File: config.mk
export PLATFORM = sky130hd
export DESIGN_NAME = fifo_read_streamer
export DESIGN_NICKNAME = d
export VERILOG_FILES = /design/src/rtl/fifo_pkg.sv /design/src/rtl/stream_obuf.sv /design/src/rtl/fifo_read_streamer.sv
export SDC_FILE = /design/constraint.sdc
export NUM_CORES = 1
export LEC_CHECK = 0
export BUFFER_PORTS_ARGS = -buffer_cell sky130_fd_sc_hd__buf_2
export CAP_MARGIN = 20
export CORE_UTILIZATION = 50
export CTS_CLUSTER_DIAMETER = 150
export DETAILED_ROUTE_END_ITERATION = 7
export GPL_TIMING_DRIVEN = 0
export PLACE_DENSITY = 0.75
export SYNTH_ARGS = -nofsm -noshare
export SYNTH_HDL_FRONTEND = slang
export SYNTH_SLANG_ARGS = --single-unit
File: constraint.sdc
create_clock -name clk -period 7.43 [get_ports clk]
set_clock_uncertainty 0.2 [all_clocks]
set_input_delay 0.743 -clock clk [delete_from_list [all_inputs] [get_ports clk]]
set_output_delay 0.743 -clock clk [all_outputs]
set_load 0.05 [all_outputs]
File: src/rtl/fifo_pkg.sv
// fifo_pkg: shared definitions for the sync_fifo family.
//   - state_e   : read-streamer control states
//   - width_for : counter/pointer width for a range of n values (minimum 1 bit)
//   - DEF_*     : default widths shared with sync_fifo
package fifo_pkg;

  localparam int DEF_DATA_WIDTH = 16;
  localparam int DEF_BURST_LEN  = 8;

  typedef enum logic [1:0] {
    IDLE   = 2'd0,
    ACTIVE = 2'd1,
    FLUSH  = 2'd2
  } state_e;

  // Bits needed to hold the values 0..n-1, never less than one bit.
  function automatic int width_for(input int n);
    return (n <= 2) ? 1 : $clog2(n);
  endfunction

endpackage

File: src/rtl/stream_obuf.sv
// stream_obuf: register-based circular buffer feeding a valid/ready stream.
// Ports:
//   clk, rst   clock, asynchronous active-high reset
//   clr_i      synchronous clear of pointers and occupancy (wins over push/pop)
//   push_i     write wdata_i at the tail (ignored when full unless popping)
//   pop_i      drop the head entry (ignored when empty)
//   wdata_i    tail write data
//   rdata_o    head data
//   occ_o      number of valid entries
//   empty_o    occupancy is zero
//   full_o     occupancy equals DEPTH
module stream_obuf
  import fifo_pkg::*;
#(
  parameter int DATA_WIDTH = DEF_DATA_WIDTH,
  parameter int DEPTH      = 2,
  localparam int PTR_W     = width_for(DEPTH),
  localparam int OCC_W     = width_for(DEPTH + 1)
) (
  input  logic                  clk,
  input  logic                  rst,
  input  logic                  clr_i,
  input  logic                  push_i,
  input  logic                  pop_i,
  input  logic [DATA_WIDTH-1:0] wdata_i,
  output logic [DATA_WIDTH-1:0] rdata_o,
  output logic [OCC_W-1:0]      occ_o,
  output logic                  empty_o,
  output logic                  full_o
);

  logic [DATA_WIDTH-1:0] mem_q [DEPTH];
  logic [PTR_W-1:0]      wr_ptr_q, wr_ptr_d;
  logic [PTR_W-1:0]      rd_ptr_q, rd_ptr_d;
  logic [OCC_W-1:0]      occ_q, occ_d;
  logic                  do_push, do_pop;

  assign empty_o = (occ_q == '0);
  assign full_o  = (occ_q == OCC_W'(DEPTH));
  assign occ_o   = occ_q;
  assign rdata_o = mem_q[rd_ptr_q];

  // A pop frees the head slot in the same cycle, so a full buffer still
  // accepts a push when it is also being popped.
  assign do_pop  = pop_i & ~empty_o;
  assign do_push = push_i & (~full_o | do_pop);

  // DEPTH is a power of two, so pointers wrap naturally.
  always_comb begin
    wr_ptr_d = wr_ptr_q;
    rd_ptr_d = rd_ptr_q;
    occ_d    = occ_q;
    if (clr_i) begin
      wr_ptr_d = '0;
      rd_ptr_d = '0;
      occ_d    = '0;
    end else begin
      if (do_push) wr_ptr_d = wr_ptr_q + 1'b1;
      if (do_pop)  rd_ptr_d = rd_ptr_q + 1'b1;
      if (do_push && !do_pop)      occ_d = occ_q + 1'b1;
      else if (!do_push && do_pop) occ_d = occ_q - 1'b1;
    end
  end

  always_ff @(posedge clk or posedge rst) begin
    if (rst) begin
      wr_ptr_q <= '0;
      rd_ptr_q <= '0;
      occ_q    <= '0;
    end else begin
      wr_ptr_q <= wr_ptr_d;
      rd_ptr_q <= rd_ptr_d;
      occ_q    <= occ_d;
    end
  end

  // Storage carries no reset; the top masks the head while the buffer is empty.
  always_ff @(posedge clk) begin
    if (do_push && !clr_i) mem_q[wr_ptr_q] <= wdata_i;
  end

endmodule

File: src/rtl/fifo_read_streamer.sv
// fifo_read_streamer: read-side consumer of sync_fifo. Issues read_req,
// captures the 1-cycle-latency read data into stream_obuf and presents it
// as a valid/ready stream grouped into bursts of BURST_LEN beats.
// Ports:
//   clk, reset             clock, asynchronous active-high reset
//   flush                  synchronous flush, asserted together with the FIFO flush
//   enable                 allows leaving IDLE
//   fifo_empty/aempty      FIFO status
//   read_data/rdata_valid  FIFO read return, one cycle after read_req
//   read_req               FIFO read request
//   out_data/valid/ready   output stream, out_last marks the final beat of a burst
//   busy                   any state, buffered data or outstanding read
//   beats_sent             wrapping count of transferred beats
//   proto_err              sticky: unexpected return or buffer overflow
module fifo_read_streamer
  import fifo_pkg::*;
#(
  parameter int DATA_WIDTH = DEF_DATA_WIDTH,
  parameter int OBUF_DEPTH = 2,
  parameter int BURST_LEN  = DEF_BURST_LEN,
  parameter int CNT_WIDTH  = 16
) (
  input  logic                  clk,
  input  logic                  reset,
  input  logic                  flush,
  input  logic                  enable,
  input  logic                  fifo_empty,
  input  logic                  fifo_aempty,
  input  logic [DATA_WIDTH-1:0] read_data,
  input  logic                  rdata_valid,
  output logic                  read_req,
  output logic [DATA_WIDTH-1:0] out_data,
  output logic                  out_valid,
  input  logic                  out_ready,
  output logic                  out_last,
  output logic                  busy,
  output logic [CNT_WIDTH-1:0]  beats_sent,
  output logic                  proto_err
);

  localparam int OCC_W  = width_for(OBUF_DEPTH + 1);
  localparam int SUM_W  = OCC_W + 1;
  localparam int BEAT_W = width_for(BURST_LEN);

  state_e                state_q, state_d;
  logic [OCC_W-1:0]      inflight_q, inflight_d;
  logic [BEAT_W-1:0]     beat_cnt_q, beat_cnt_d;
  logic [CNT_WIDTH-1:0]  beats_sent_q, beats_sent_d;
  logic                  proto_err_q, proto_err_d;

  logic [DATA_WIDTH-1:0] head_data;
  logic [OCC_W-1:0]      occ;
  logic                  obuf_empty, obuf_full;
  logic                  xfer, rv_expected, rv_unexpected, capture, overflow, push;
  logic [SUM_W-1:0]      load_sum;

  assign out_valid = ~obuf_empty;
  assign out_data  = out_valid ? head_data : '0;
  assign out_last  = out_valid & (beat_cnt_q == BEAT_W'(BURST_LEN - 1));
  assign xfer      = out_valid & out_ready;

  // Reserve a buffer slot for every outstanding read. Near empty only one
  // read may be outstanding, since fifo_empty lags a read by a cycle.
  assign load_sum = SUM_W'(occ) + SUM_W'(inflight_q);
  assign read_req = (state_q == ACTIVE) & ~flush & ~fifo_empty
                  & (load_sum < SUM_W'(OBUF_DEPTH))
                  & ((inflight_q == '0) | ~fifo_aempty);

  assign rv_expected   = rdata_valid & (inflight_q != '0);
  assign rv_unexpected = rdata_valid & (inflight_q == '0);
  // Returns that land during a flush are retired but their data is dropped.
  assign capture  = rv_expected & ~flush & (state_q != FLUSH);
  assign overflow = capture & obuf_full & ~xfer;
  assign push     = capture & ~overflow;

  assign busy       = (state_q != IDLE) | ~obuf_empty | (inflight_q != '0);
  assign beats_sent = beats_sent_q;
  assign proto_err  = proto_err_q;

  stream_obuf #(
    .DATA_WIDTH (DATA_WIDTH),
    .DEPTH      (OBUF_DEPTH)
  ) u_obuf (
    .clk     (clk),
    .rst     (reset),
    .clr_i   (flush),
    .push_i  (push),
    .pop_i   (xfer),
    .wdata_i (read_data),
    .rdata_o (head_data),
    .occ_o   (occ),
    .empty_o (obuf_empty),
    .full_o  (obuf_full)
  );

  always_comb begin
    state_d = state_q;
    if (flush) begin
      state_d = FLUSH;
    end else begin
      case (state_q)
        IDLE:    if (enable && !fifo_empty) state_d = ACTIVE;
        ACTIVE:  if (!enable && inflight_q == '0 && occ == '0) state_d = IDLE;
        FLUSH:   if (inflight_q == '0) state_d = IDLE;
        default: state_d = IDLE;
      endcase
    end
  end

  always_comb begin
    inflight_d = inflight_q;
    if (read_req && !rv_expected)      inflight_d = inflight_q + 1'b1;
    else if (!read_req && rv_expected) inflight_d = inflight_q - 1'b1;

    beat_cnt_d = beat_cnt_q;
    if (flush) begin
      beat_cnt_d = '0;
    end else if (xfer) begin
      beat_cnt_d = (beat_cnt_q == BEAT_W'(BURST_LEN - 1)) ? '0 : beat_cnt_q + 1'b1;
    end

    beats_sent_d = beats_sent_q + CNT_WIDTH'(xfer);
    proto_err_d  = proto_err_q | rv_unexpected | overflow;
  end

  always_ff @(posedge clk or posedge reset) begin
    if (reset) begin
      state_q      <= IDLE;
      inflight_q   <= '0;
      beat_cnt_q   <= '0;
      beats_sent_q <= '0;
      proto_err_q  <= 1'b0;
    end else begin
      state_q      <= state_d;
      inflight_q   <= inflight_d;
      beat_cnt_q   <= beat_cnt_d;
      beats_sent_q <= beats_sent_d;
      proto_err_q  <= proto_err_d;
    end
  end

endmodule
==> impl_metrics.json <==
{
  "cp_max_fo": 10,
  "synth_cell_types": 39,
  "setup-tns-final_ns": 0,
  "crit_type": "flop to primary output",
  "drtPass1Iterations": 4,
  "die_area_mm2": 0.00549,
  "irDropWorstVdd_v": 0.000174,
  "startpoint": "u_obuf.occ_o[1]",
  "wl_per_cell_um": 13.2,
  "via_count": 1725,
  "final_cell_area_mm2": 0.00321,
  "cp.required_ns": 6.49,
  "fp.dieW_um": 74.1,
  "reg2reg_from": "inflight_q[1]",
  "synth_top_area_share_pct": 37.0,
  "cts_tree": "yes",
  "finalSetupViolations": 0,
  "antenna_found_initial": 0,
  "htreeDepth": 3,
  "start_kind": "flop",
  "hold_viol": 0,
  "yosysWarningCount": 0,
  "layout-drive-gt1-share_pct": 31.4,
  "synthToLayoutAreaGrowth_pct": 23.7,
  "gp_congestion": 0.721,
  "use_met2_pct": 29.4,
  "timing.hold.ws_ns": 0.204,
  "grt_pass1_wl_mm": 7.15,
  "synthTopCellsByArea": "edfxtp_1 (37%), dfrtp_1 (27%), mux2i_1 (6.9%)",
  "worst_slew_pin_slew_ns": 0.818,
  "io_pins": 61,
  "synth_area_mm2": 0.00260,
  "maxSlewViolCount": 0,
  "clock-root-buffer": "clkbuf_8",
  "r2r_slack_ns": 4.75,
  "wl_mm": 4.51,
  "gr-usage-met3_pct": 5.28,
  "critPathMaxStageDelay_ns": 0.64,
  "drv_cap": 0,
  "yosysTopAreaCell": "edfxtp_1",
  "clkSlewWorstSetupHoldPaths_ns": 0.07,
  "fin_cells": 341,
  "post-dp-hpwl_mm": 3.17,
  "leakage_nw": 1.44,
  "critical_path.most_common_cell": "nor2_1",
  "nets": 299,
  "ys_seq_area_share_pct": 64.0,
  "drt-initial-drc-count": 51,
  "post-route-period-util_pct": 43.7,
  "drc": 0,
  "grt_pass1_vias": 1602,
  "relSlewSlack_pct": 45.2,
  "rows": 25,
  "cp_cell_sequence": "buf_4 -> nor2_1 -> clkbuf_1 -> nor2_1 -> buf_2",
  "final_util_pct": 66.2,
  "grt_setup_unrepaired": "no",
  "post-route-min-period_ns": 3.25,
  "postSynthCellCount": 196,
  "ys_seq_elements": 60,
  "status": "finished clean",
  "postRouteAntennaNets": 0,
  "clkSinkCount": 60,
  "placed_cell_area_mm2": 0.00302,
  "cts_inserted_buffers": 9,
  "cpMaxStageDelayCell": "nor2_1",
  "powerDensity_mw_per_mm2": 254,
  "start_util_pct": 53.6,
  "reg2reg_depth": 5,
  "dieHeight_um": 74.1,
  "dp_cells": 325,
  "core_area_mm2": 0.00485,
  "power_mw": 0.816,
  "min_path_type": "primary input to asynchronous set/reset pin",
  "worstPathArrival_ns": 2.30,
  "dp_slack_ns": 4.45,
  "grt_overflow": 0,
  "cts.path.max_buffers": 2,
  "max_freq_ghz": 0.308,
  "endpoint_kind": "primary output",
  "grt_util_met1_pct": 21.5,
  "cp_top_family": "buffers and inverters",
  "syn-num-nets": 226,
  "r2r-end": "u_obuf.mem_q[0][5]",
  "cp.buffers_inverters": 3,
  "vias_per_cell": 5.06,
  "worst-path-stages": 5,
  "busiest_layer": "met2",
  "fin_ws_ns": 4.18,
  "cts_setup_buffers": 0,
  "syn_avg_cell_area_um2": 13.3,
  "clk_latency_ns": 0.33,
  "cts_resized": 0,
  "grt_max_degree": 21,
  "port_buffers": 60,
  "critPathCapture": "out_data[12]",
  "num_antenna_cells": 0,
  "cts_hold_buf": 0,
  "grtUsageTotal_pct": 18.3
}
sequential cells by signal, indices dropped and copies added, names as in the netlist:
| signal | count |
|---|---|
| u_obuf.wr_ptr_q | 1 |
| inflight_q | 2 |
| u_obuf.mem_q | 32 |
| u_obuf.rd_ptr_q | 1 |
| beats_sent | 16 |
| proto_err | 1 |
| u_obuf.occ_o | 2 |
| state_q | 2 |
| beat_cnt_q | 3 |
worst reg2reg max path, delay by kind of cell (launching register included):
family	cells	cell delay [ns]
simple gates	2	1.08
compound gates	2	0.35
flops	1	0.52
buf+inv	1	0.24
cells in the final DEF (no fill, tap or decap), types with 2 or more instances in the layout:
master,n
a21oi_1,3
and2_1,2
and3_1,3
and4_1,3
buf_2,61
buf_4,3
buf_6,2
clkbuf_1,3
clkbuf_8,9
clkinv_2,3
clkinvlp_4,3
dfrtp_1,28
edfxtp_1,32
ha_1,5
inv_1,4
mux2i_1,18
nand2_1,8
nand2b_1,2
nand3_1,7
nand4_1,3
nor2_1,26
nor2b_1,2
nor3_1,3
nor4_1,3
o211ai_1,2
o21ai_0,2
xnor2_1,13
xor2_1,5
cell usage after synthesis (all sizes together):
cell      n
and2b     1
fa        1
nand3     7
a21oi     3
xor2      5
o2111ai   1
ha        5
o211ai    2
mux2      1
nand4     3
and4b     1
nor4      3
inv       4
a22oi     1
edfxtp   32
and3      3
mux2i    18
nor3      3
nor2     26
nand2     8
o32ai     1
o21ai     4
xnor2    13
nor3b     1
nor2b     2
dfrtp    28
and2      2
a211o     1
a21o      1
buf       5
or3       2
nand2b    2
and4      3
clkbuf    3
layout make-up:
cell class / count / area, um^2
buffer: 8 / 50.0
timing repair buffer: 62 / 339
tap: 67 / 83.8
fill: 385 / 1640
clock inverter: 7 / 67.6
multi-input combinational: 124 / 871
clock buffer: 9 / 124
inverter: 4 / 15.0
sequential: 60 / 1660
report_power, final:
group	internal, mW	switching (mW)	total [mW]
combinational	0.0476	0.0955	0.143
sequential	0.376	0.0185	0.395
clock	0.153	0.126	0.278
total	0.576	0.240	0.816
worst min-delay path by stage:
stage / from / end / slack, ns / cells after the start
2_1_floorplan: state_q[1] / state_q[0] / 0.24 / 1
3_3_place_gp: proto_err / proto_err / 0.24 / 1
3_5_place_dp: proto_err / proto_err / 0.25 / 1
4_1_cts: reset / beats_sent[15] / 0.21 / 2
5_1_grt: reset / beat_cnt_q[1] / 0.23 / 2
6_report: reset / beat_cnt_q[0] / 0.20 / 2
kinds of logic after synthesis:
logic type	count (synthesis)	synth area share, %
simple gates	67	13.1
flops	60	64.0
buf+inv	12	2.50
xor+xnor	18	6.07
fa+ha+maj	6	3.18
mux	19	7.51
compound gates	14	3.66
metal layers:
layer	vias to the layer above	share of wire, %
li1	849	-
met1	811	44
met2	55	47
met3	10	6.1
met4	0	2.5
met5	-	0
(Power assumes the default switching activity.)
